`config.mk`:
```
export PLATFORM = sky130hd
export DESIGN_NAME = oserdes_pattern_sequencer
export DESIGN_NICKNAME = d
export VERILOG_FILES = /design/src/rtl/oserdes_pattern_pkg.sv /design/src/rtl/oserdes_pattern_ram.sv /design/src/rtl/oserdes_pattern_sequencer.sv
export SDC_FILE = /design/constraint.sdc
export NUM_CORES = 1
export LEC_CHECK = 0
export CAP_MARGIN = 10
export CORE_UTILIZATION = 45
export DETAILED_ROUTE_END_ITERATION = 8
export GPL_TIMING_DRIVEN = 0
export SYNTH_ARGS = -nofsm -noshare
export SYNTH_HDL_FRONTEND = slang
export SYNTH_SLANG_ARGS = --single-unit
export TNS_END_PERCENT = 10
```
`constraint.sdc`:
```
create_clock -name clock -period 5.5 [get_ports clock]
set_input_delay 0.825 -clock clock [delete_from_list [all_inputs] [get_ports clock]]
set_output_delay 0.825 -clock clock [all_outputs]
set_load 0.03 [all_outputs]
```
`src/rtl/oserdes_pattern_pkg.sv`:
```
// Shared encodings for the OSERDES pattern sequencer: mode inputs, FSM states
// and a width helper for counters sized from parameters.
package oserdes_pattern_pkg;

  localparam logic [1:0] MODE_IDLE    = 2'b00;
  localparam logic [1:0] MODE_LOOP    = 2'b01;
  localparam logic [1:0] MODE_ONESHOT = 2'b10;

  localparam logic [1:0] ST_HOLD  = 2'd0;
  localparam logic [1:0] ST_IDLE  = 2'd1;
  localparam logic [1:0] ST_LOOP  = 2'd2;
  localparam logic [1:0] ST_BURST = 2'd3;

  // Bits needed to count 0..n-1, never less than one.
  function automatic int unsigned clog2_min1(input int unsigned n);
    return (n > 1) ? $clog2(n) : 1;
  endfunction

endpackage

```
`src/rtl/oserdes_pattern_ram.sv`:
```
// Simple dual-port pattern store: synchronous write, synchronous read-before-write.
// The read register doubles as the word_out register, loading RST_WORD when not reading.
module oserdes_pattern_ram #(
  parameter int unsigned   DW       = 4,
  parameter int unsigned   AW       = 4,
  parameter logic [DW-1:0] RST_WORD = '0
) (
  input  logic          clock,
  input  logic          reset,
  input  logic          wr_en,
  input  logic [AW-1:0] wr_addr,
  input  logic [DW-1:0] wr_data,
  input  logic          rd_en,
  input  logic [AW-1:0] rd_addr,
  output logic [DW-1:0] rd_data
);

  localparam int unsigned DEPTH = 1 << AW;

  logic [DW-1:0] r_mem [DEPTH];
  logic [DW-1:0] r_rd_data;

  always_ff @(posedge clock) begin
    if (wr_en) r_mem[wr_addr] <= wr_data;
  end

  // Non-blocking read of r_mem gives old data on a same-address collision.
  always_ff @(posedge clock or posedge reset) begin
    if (reset) r_rd_data <= RST_WORD;
    else       r_rd_data <= rd_en ? r_mem[rd_addr] : RST_WORD;
  end

  assign rd_data = r_rd_data;

endmodule

```
`src/rtl/oserdes_pattern_sequencer.sv`:
```
// Word-clock pattern engine feeding OSERDES D inputs: serializer reset hold, idle,
// continuous loop and triggered one-shot playback. OSERDES_PATTERN_TRIG_COUNT_EN adds trig_count.
module oserdes_pattern_sequencer
  import oserdes_pattern_pkg::*;
#(
  parameter int unsigned      WIDTH             = 4,
  parameter int unsigned      CHANNELS          = 1,
  parameter int unsigned      DEPTH             = 16,
  parameter int unsigned      RESET_HOLD_CYCLES = 1024,
  parameter logic [WIDTH-1:0] IDLE_WORD         = '0,
  localparam int unsigned     AW                = $clog2(DEPTH),
  localparam int unsigned     DW                = WIDTH * CHANNELS
) (
  input  logic          clock,
  input  logic          reset,
  input  logic [1:0]    mode,
  input  logic [AW-1:0] loop_len,
  input  logic          trigger,
  input  logic          wr_en,
  input  logic [AW-1:0] wr_addr,
  input  logic [DW-1:0] wr_data,
`ifdef OSERDES_PATTERN_TRIG_COUNT_EN
  output logic [31:0]   trig_count,
`endif
  output logic [DW-1:0] word_out,
  output logic          serdes_reset,
  output logic          busy,
  output logic          done
);

  localparam int unsigned   HW        = clog2_min1(RESET_HOLD_CYCLES);
  localparam logic [HW-1:0] HOLD_LAST = HW'(RESET_HOLD_CYCLES - 1);
  localparam logic [DW-1:0] IDLE_ALL  = {CHANNELS{IDLE_WORD}};

  logic [1:0]    r_state;
  logic [HW-1:0] r_hold_cnt;
  logic [AW-1:0] r_ptr;
  logic [AW-1:0] r_len;
  logic          r_serdes_reset;
  logic          r_busy;
  logic          r_done;

  logic [1:0]    w_state_nxt;
  logic [HW-1:0] w_hold_nxt;
  logic [AW-1:0] w_ptr_nxt;
  logic [AW-1:0] w_len_nxt;
  logic [AW-1:0] w_ptr_inc;
  logic          w_rd_en;
  logic [AW-1:0] w_rd_addr;
  logic          w_done_nxt;

  assign w_ptr_inc = r_ptr + AW'(1);

  // r_ptr tracks the address currently on word_out; w_rd_addr is the one loaded next edge.
  always_comb begin
    w_state_nxt = r_state;
    w_hold_nxt  = r_hold_cnt;
    w_ptr_nxt   = r_ptr;
    w_len_nxt   = r_len;
    w_rd_en     = 1'b0;
    w_rd_addr   = '0;
    w_done_nxt  = 1'b0;
    case (r_state)
      ST_HOLD: begin
        w_hold_nxt = r_hold_cnt + HW'(1);
        if (r_hold_cnt == HOLD_LAST) w_state_nxt = ST_IDLE;
      end
      ST_IDLE: begin
        if (mode == MODE_LOOP || (mode == MODE_ONESHOT && trigger)) begin
          w_state_nxt = (mode == MODE_LOOP) ? ST_LOOP : ST_BURST;
          w_len_nxt   = loop_len;
          w_ptr_nxt   = '0;
          w_rd_en     = 1'b1;
          w_done_nxt  = (mode == MODE_ONESHOT) && (loop_len == '0);
        end
      end
      ST_LOOP: begin
        if (r_ptr != r_len) begin
          w_ptr_nxt = w_ptr_inc;
          w_rd_en   = 1'b1;
          w_rd_addr = w_ptr_inc;
        end else if (mode == MODE_LOOP) begin
          w_ptr_nxt = '0;
          w_rd_en   = 1'b1;
        end else begin
          w_state_nxt = ST_IDLE;
        end
      end
      ST_BURST: begin
        if (r_ptr != r_len) begin
          w_ptr_nxt  = w_ptr_inc;
          w_rd_en    = 1'b1;
          w_rd_addr  = w_ptr_inc;
          w_done_nxt = (w_ptr_inc == r_len);
        end else begin
          w_state_nxt = ST_IDLE;
        end
      end
      default: w_state_nxt = ST_IDLE;
    endcase
  end

  always_ff @(posedge clock or posedge reset) begin
    if (reset) begin
      r_state        <= ST_HOLD;
      r_hold_cnt     <= '0;
      r_ptr          <= '0;
      r_len          <= '0;
      r_serdes_reset <= 1'b1;
      r_busy         <= 1'b0;
      r_done         <= 1'b0;
    end else begin
      r_state        <= w_state_nxt;
      r_hold_cnt     <= w_hold_nxt;
      r_ptr          <= w_ptr_nxt;
      r_len          <= w_len_nxt;
      r_serdes_reset <= (w_state_nxt == ST_HOLD);
      r_busy         <= (w_state_nxt == ST_LOOP) || (w_state_nxt == ST_BURST);
      r_done         <= w_done_nxt;
    end
  end

`ifdef OSERDES_PATTERN_TRIG_COUNT_EN
  logic [31:0] r_trig_count;
  logic        w_trig_accept;

  assign w_trig_accept = (r_state == ST_IDLE) && (w_state_nxt == ST_BURST);

  always_ff @(posedge clock or posedge reset) begin
    if (reset)              r_trig_count <= '0;
    else if (w_trig_accept) r_trig_count <= r_trig_count + 32'd1;
  end

  assign trig_count = r_trig_count;
`endif

  oserdes_pattern_ram #(
    .DW       (DW),
    .AW       (AW),
    .RST_WORD (IDLE_ALL)
  ) u_ram (
    .clock   (clock),
    .reset   (reset),
    .wr_en   (wr_en),
    .wr_addr (wr_addr),
    .wr_data (wr_data),
    .rd_en   (w_rd_en),
    .rd_addr (w_rd_addr),
    .rd_data (word_out)
  );

  assign serdes_reset = r_serdes_reset;
  assign busy         = r_busy;
  assign done         = r_done;

endmodule

```
# Word-level counts from Yosys, hierarchy flattened
# Memories as Yosys holds them, arrays and structs flattened.
# Cells that the tools add are included.
[totals] regBits=27 latch_bits=0 mem_bits_rw=64 rom_bits=0 inputBits=18 out_inout_bits=7 elab_cells=60 n_memories=1
[mem_list] memory="u_ram.r_mem" depth=16 word_bits=4 read_ports=1 rd_clocked_by_memory_dff=0 wr=1 line="oserdes_pattern_ram.sv:20" source="logic [DW-1:0] r_mem [DEPTH];"
[op_classes] addsub=2 n_mul=0 n_div=0 magnitude_cmp=0 n_eq_ne=13 shifts=0 n_mux=25 bitwise_logic=0 reduce_logical=11
[ops] operator="4-bit two-way mux" n=7
[ops] operator="4-bit one-hot mux with 3 select lines" n=1
[ops] operator="10-bit by 1-bit adder with 10-bit output (second input constant)" n=1
[ops] operator="10-bit == test (second input constant)" n=1
[ops] operator="2-bit == test (second input constant)" n=5
[ops] operator="2-bit two-way mux" n=5
[ops] operator="1-bit two-way mux" n=9
[ops] operator="2-bit one-hot mux with 4 select lines" n=1
[ops] operator="4-bit by 1-bit adder with 4-bit output (second input constant)" n=1
[ops] operator="2-bit by 1-bit == test with 1-bit output (second input constant)" n=2
[ops] operator="4-bit == test" n=1
[ops] operator="2-bit zero test" n=2
[ops] operator="4-bit zero test" n=1
[ops] operator="2-bit != test (second input constant)" n=2
[ops] operator="4-bit != test" n=1
[ops] operator="4-bit AND reduction" n=1
[ops] operator="3-bit != test (second input constant)" n=1
[ops] operator="1-bit one-hot mux with 3 select lines" n=1
[ops] operator="3-bit nonzero test" n=1
[ops] operator="1-bit logical AND" n=2
[ops] operator="1-bit logical OR" n=2
[ops] operator="1-bit one-hot mux with 2 select lines" n=1
[ops] operator="2-bit AND reduction" n=1
[ops] operator="2-bit OR reduction" n=1

# Logic depth before layout (Yosys ltp)
[logic_depth] depth_word=7 depth_mapped=8 ltp_nobuf=6

# Modules after synthesis
# Synthesis repeated with hierarchy kept, for this count alone.
[hier_totals] cells_unflattened=245 hier_area_um2=3837.4
[by_module_without_submodules] mod="oserdes_pattern_ram" n_inst=1 cells_per_inst=152 area_each_um2=2713.9 seq_area_each_um2=2021.9
[by_module_without_submodules] mod="oserdes_pattern_sequencer" n_inst=1 cells_per_inst=93 area_each_um2=1123.6 seq_area_each_um2=551.8

# Least setup slack after synthesis
# No wires, ideal clock.
[synth_path] path_kind="input-to-reg" start="input wr_addr[2]" end="memory u_ram.r_mem[0][0] (enable)" setup_ns=0.361 arrival_time_ns=1.665 required_ns=5.139 path_slack_ns=3.474 cell_stages=2 n_path_buf=0 path_cell_list="or3b_2 > nor3_1"
[synth_lines] item="start, declared" line="oserdes_pattern_sequencer.sv:20" source="input logic [AW-1:0] wr_addr,"
[synth_lines] item="end, declared" line="oserdes_pattern_ram.sv:20"
# No word-level cell before the write port.

# Final worst setup path
[layout_path] start="register r_ptr[1]" end="register u_ram.r_rd_data[1], in the netlist u_ram.rd_data[1]"
[layout_via] elab_chain_cells=5 word_cells_on_any_way=9 cone_classes="1 x add/sub; 1 x eq/ne; 6 x mux; 1 x memory"
[layout_rtl] item="start, declared" line="oserdes_pattern_sequencer.sv:37" source="logic [AW-1:0] r_ptr;"
[layout_rtl] item="start signal, assigned" line="oserdes_pattern_sequencer.sv:115" source="r_ptr <= w_ptr_nxt;"
[layout_rtl] item="4-bit by 1-bit adder with 4-bit output or 4-bit != test (tied branches)" line="oserdes_pattern_sequencer.sv:52, oserdes_pattern_sequencer.sv:78, oserdes_pattern_sequencer.sv:90"
[layout_rtl] item="4-bit two-way mux" line="oserdes_pattern_sequencer.sv:78, oserdes_pattern_sequencer.sv:90"
[layout_rtl] item="4-bit two-way mux"
[layout_rtl] item="memory read 16 x 4 bit"
[layout_rtl] item="4-bit two-way mux (*)" line="oserdes_pattern_ram.sv:30" source="else r_rd_data <= rd_en ? r_mem[rd_addr] : RST_WORD;"
[layout_rtl] item="end signal, assigned" line="oserdes_pattern_ram.sv:30"
[layout_rtl] item="end, declared" line="oserdes_pattern_ram.sv:21" source="logic [DW-1:0] r_rd_data;"
# Every way passes the cells marked *; elsewhere a longest branch is shown, timed or not.
# A chain may end at the register's enable or synchronous reset.

==> metrics.cfg <==
[die]
die_w_um = 96.9
io_pins = 25
initial_utilization_pct = 46.5
dieArea_um2 = 9390
rows = 34
core-area_um2 = 8720
die_y_um = 96.9

[global_route]
met1_usage_pct = 28.8
overflow = 0
grt_pass1_wl_mm = 14.1
grt_antenna_before_repair = 0
grt_pass1_vias = 2507
grt_max_degree = 27
grt_usage_pct = 19.9
use_met3_pct = 4.99
grt_busiest_layer = met2
use_met2_pct = 29.5

[timing]
final.period_utilization_pct = 49.3
rsz0062_at_grt = no
hold_viol_final = 0
setup_violations = 0
fmax_ghz = 0.369
layout_min_cycle_time_ns = 2.71
fin_setup_tns_ns = 0
relSlewSlack_pct = 35.2
slew_violations = 0
holdWs_ns = 0.483
fin_skew_ns = 0.00918
worstMarginPinSlew_ns = 0.972

[clock_network]
cts_buffer_depth = 2
clock_sinks = 90
h-tree-depth = 3
clk_pin_slew_ns = 0.09
ctsHoldBuffers = 0
ctsResizeCount = 0
cts_root_buf = clkbuf_8
clk_latency_ns = 0.36
cts_inserted_buffers = 9
tritoncts = yes
cts_setup_buffers = 0

[synth]
synth_ff_type = edfxtp_1
async_flop_share_pct = 28.9
synth.distinct_cells = 64
synth_simple_gate_area_share_pct = 12.7
ys_seq_area_share_pct = 63.5
synth-adder-area-share_pct = 0.617
synthXorXnorAreaFrac_pct = 4.75
synth.top_cell.area_share_pct = 47.4
syn_area_um2 = 4050
synth_area_per_cell_um2 = 13.5
synth_compound_area_share_pct = 11.7
syn_inst = 300
ys_warn_count = 0
synth_seq_cells = 90
synth_top_family_by_area = simple AND/OR/NAND/NOR gates
synth-edff-count = 64
synth.area.mux_share_pct = 3.70
synth_area_leaders = edfxtp_1 (47%), dfrtp_1 (15%), nor3_1 (2.0%), nor2_1 (1.9%), xnor2_1 (1.9%)
synth_fp_nets = 320
synth_area_leader_cell = edfxtp_1

[job]
drv_cap = 0

[layout]
drive_above_1_share_pct = 15.0
layout.nets = 355
layout.cells.non_filler = 448
diodes = 0
area_delta_synth_final_pct = 14.2

[critical_path]
crit_path_top_delay_cell = buf_1
cp.arrival_ns = 2.97
rrSetupSlack_ns = 2.79
path_cells = ha_1 -> buf_2 -> buf_1 -> clkbuf_1 -> a21oi_1 -> o21bai_1 -> o221ai_1 -> a32oi_1
critPathCaptureType = flop
crit_path_start_kind = flop
cp.required_ns = 5.76
critical-path-max-stage-delay_ns = 0.46
cp_max_fo = 10
critPathKind = flop to flop

[placement]
gp_congestion = 0.767
dp_cells = 432
io_buffers = 24
dp_hpwl_mm = 6.13

[route]
wl_mm = 8.82
via_per_inst = 5.82
first_pass_iters = 5
dr.first_iter.drc_count = 195
post_drt_wl_per_cell_um = 19.7
drc = 0
ant_nets = 0
via_count = 2607

[pwr]
leakagePower_nw = 1.64
ir_worst_vdd_mv = 0.206
pwr_density_cell_nw_per_um2 = 551

[hold_path]
holdCritPathClass = flop to flop

[run_status]
status = complete, no violations

metal layers:
metal  vias to the layer above  routed length (um)
li1                       1217                   -
met1                      1285                4060
met2                        97                4060
met3                         8                 608
met4                         0                  93
met5                         -                   0
registers in the layout (all words and copies together) (netlist names):
signal and count:
busy 1, done 1, r_hold_cnt 10, r_len 4
r_ptr 4, r_state 1, serdes_reset 1, u_ram.r_mem 64
u_ram.rd_data 4
where the power goes:
| group | total (mW) | internal, mW | switching, mW |
|---|---|---|---|
| Sequential | 0.881 | 0.811 | 0.0699 |
| Combinational | 1.22 | 0.486 | 0.730 |
| Clock | 0.454 | 0.213 | 0.241 |
| Total | 2.55 | 1.51 | 1.04 |
kinds of logic (layout without fill, tap and decap cells):
kind of cell | count (synthesis) | after routing
xor+xnor | 19 | 19
flops | 90 | 90
simple gates | 93 | 93
fa+ha+maj | 2 | 2
mux | 13 | 13
compound gates | 60 | 60
buf+inv | 23 | 63
layout by cell type (no fill, tap or decap), types with 6 or more instances in the layout:
cell             instances
nand4_1                  6
nand2b_1                 9
mux2i_1                  6
nand2_1                  9
a21oi_1                 14
dfrtp_1                 25
xnor2_1                  9
nor3_1                  16
nor2_1                  21
edfxtp_1                64
xor2_1                   8
clkdlybuf4s50_1         24
mux2_2                   6
clkbuf_8                 9
inv_1                    8
nand3_1                  7
path summary, 6_finish.rpt:
path / from / to / depth (start not counted)
hold reg to reg: r_hold_cnt[9] / r_hold_cnt[9] / 1
hold / removal: r_hold_cnt[9] / r_hold_cnt[9] / 1
min in group asynchronous: reset / r_len[3] / 2
setup reg to reg: r_ptr[1] / u_ram.rd_data[1] / 8
setup / recovery: r_ptr[1] / u_ram.rd_data[1] / 8
max in group asynchronous: reset / r_hold_cnt[5] / 2
critical path: cells and delay by family, from the launching register on:
| family | cells | cell delay [ns] |
|---|---|---|
| compound gates | 4 | 0.68 |
| fa+ha+maj | 1 | 0.34 |
| flops | 1 | 0.44 |
| buf+inv | 3 | 1.15 |
layout make-up:
cell class | instances | area [um2]
Sequential cell | 90 | 2570
Clock inverter | 7 | 77.6
Tap cell | 108 | 135
Inverter | 9 | 33.8
Clock buffer | 9 | 124
Timing Repair Buffer | 24 | 240
Multi-Input combinational cell | 187 | 1360
Fill cell | 747 | 4090
Buffer | 14 | 91.3
through the flow:
stage	setup WS [ns]	area [um2]	util, %	total power [mW]
floorplan	3.47	4050	-	1.75
global placement	2.79	4430	50.8	2.08
detailed placement	2.79	4430	50.8	2.10
CTS	2.81	4630	53.1	2.55
global route	2.59	4630	53.1	2.69
finish	2.79	4630	53.1	2.55
cells in the mapped netlist, drive strengths merged (3+ instances only):
cell type,instances
a21o,4
nor2,22
nor3,17
a211oi,5
a21oi,14
and2,3
nand2,9
buf,10
o22ai,3
or2,3
clkbuf,4
o21bai,3
mux2,6
inv,9
xnor2,9
nand4,6
edfxtp,64
a311oi,4
nand3,7
nand2b,9
xor2,10
a31oi,4
dfrtp,25
mux2i,6
o22a,3
nand3b,3
o211ai,4
(Power assumes the default switching activity.)
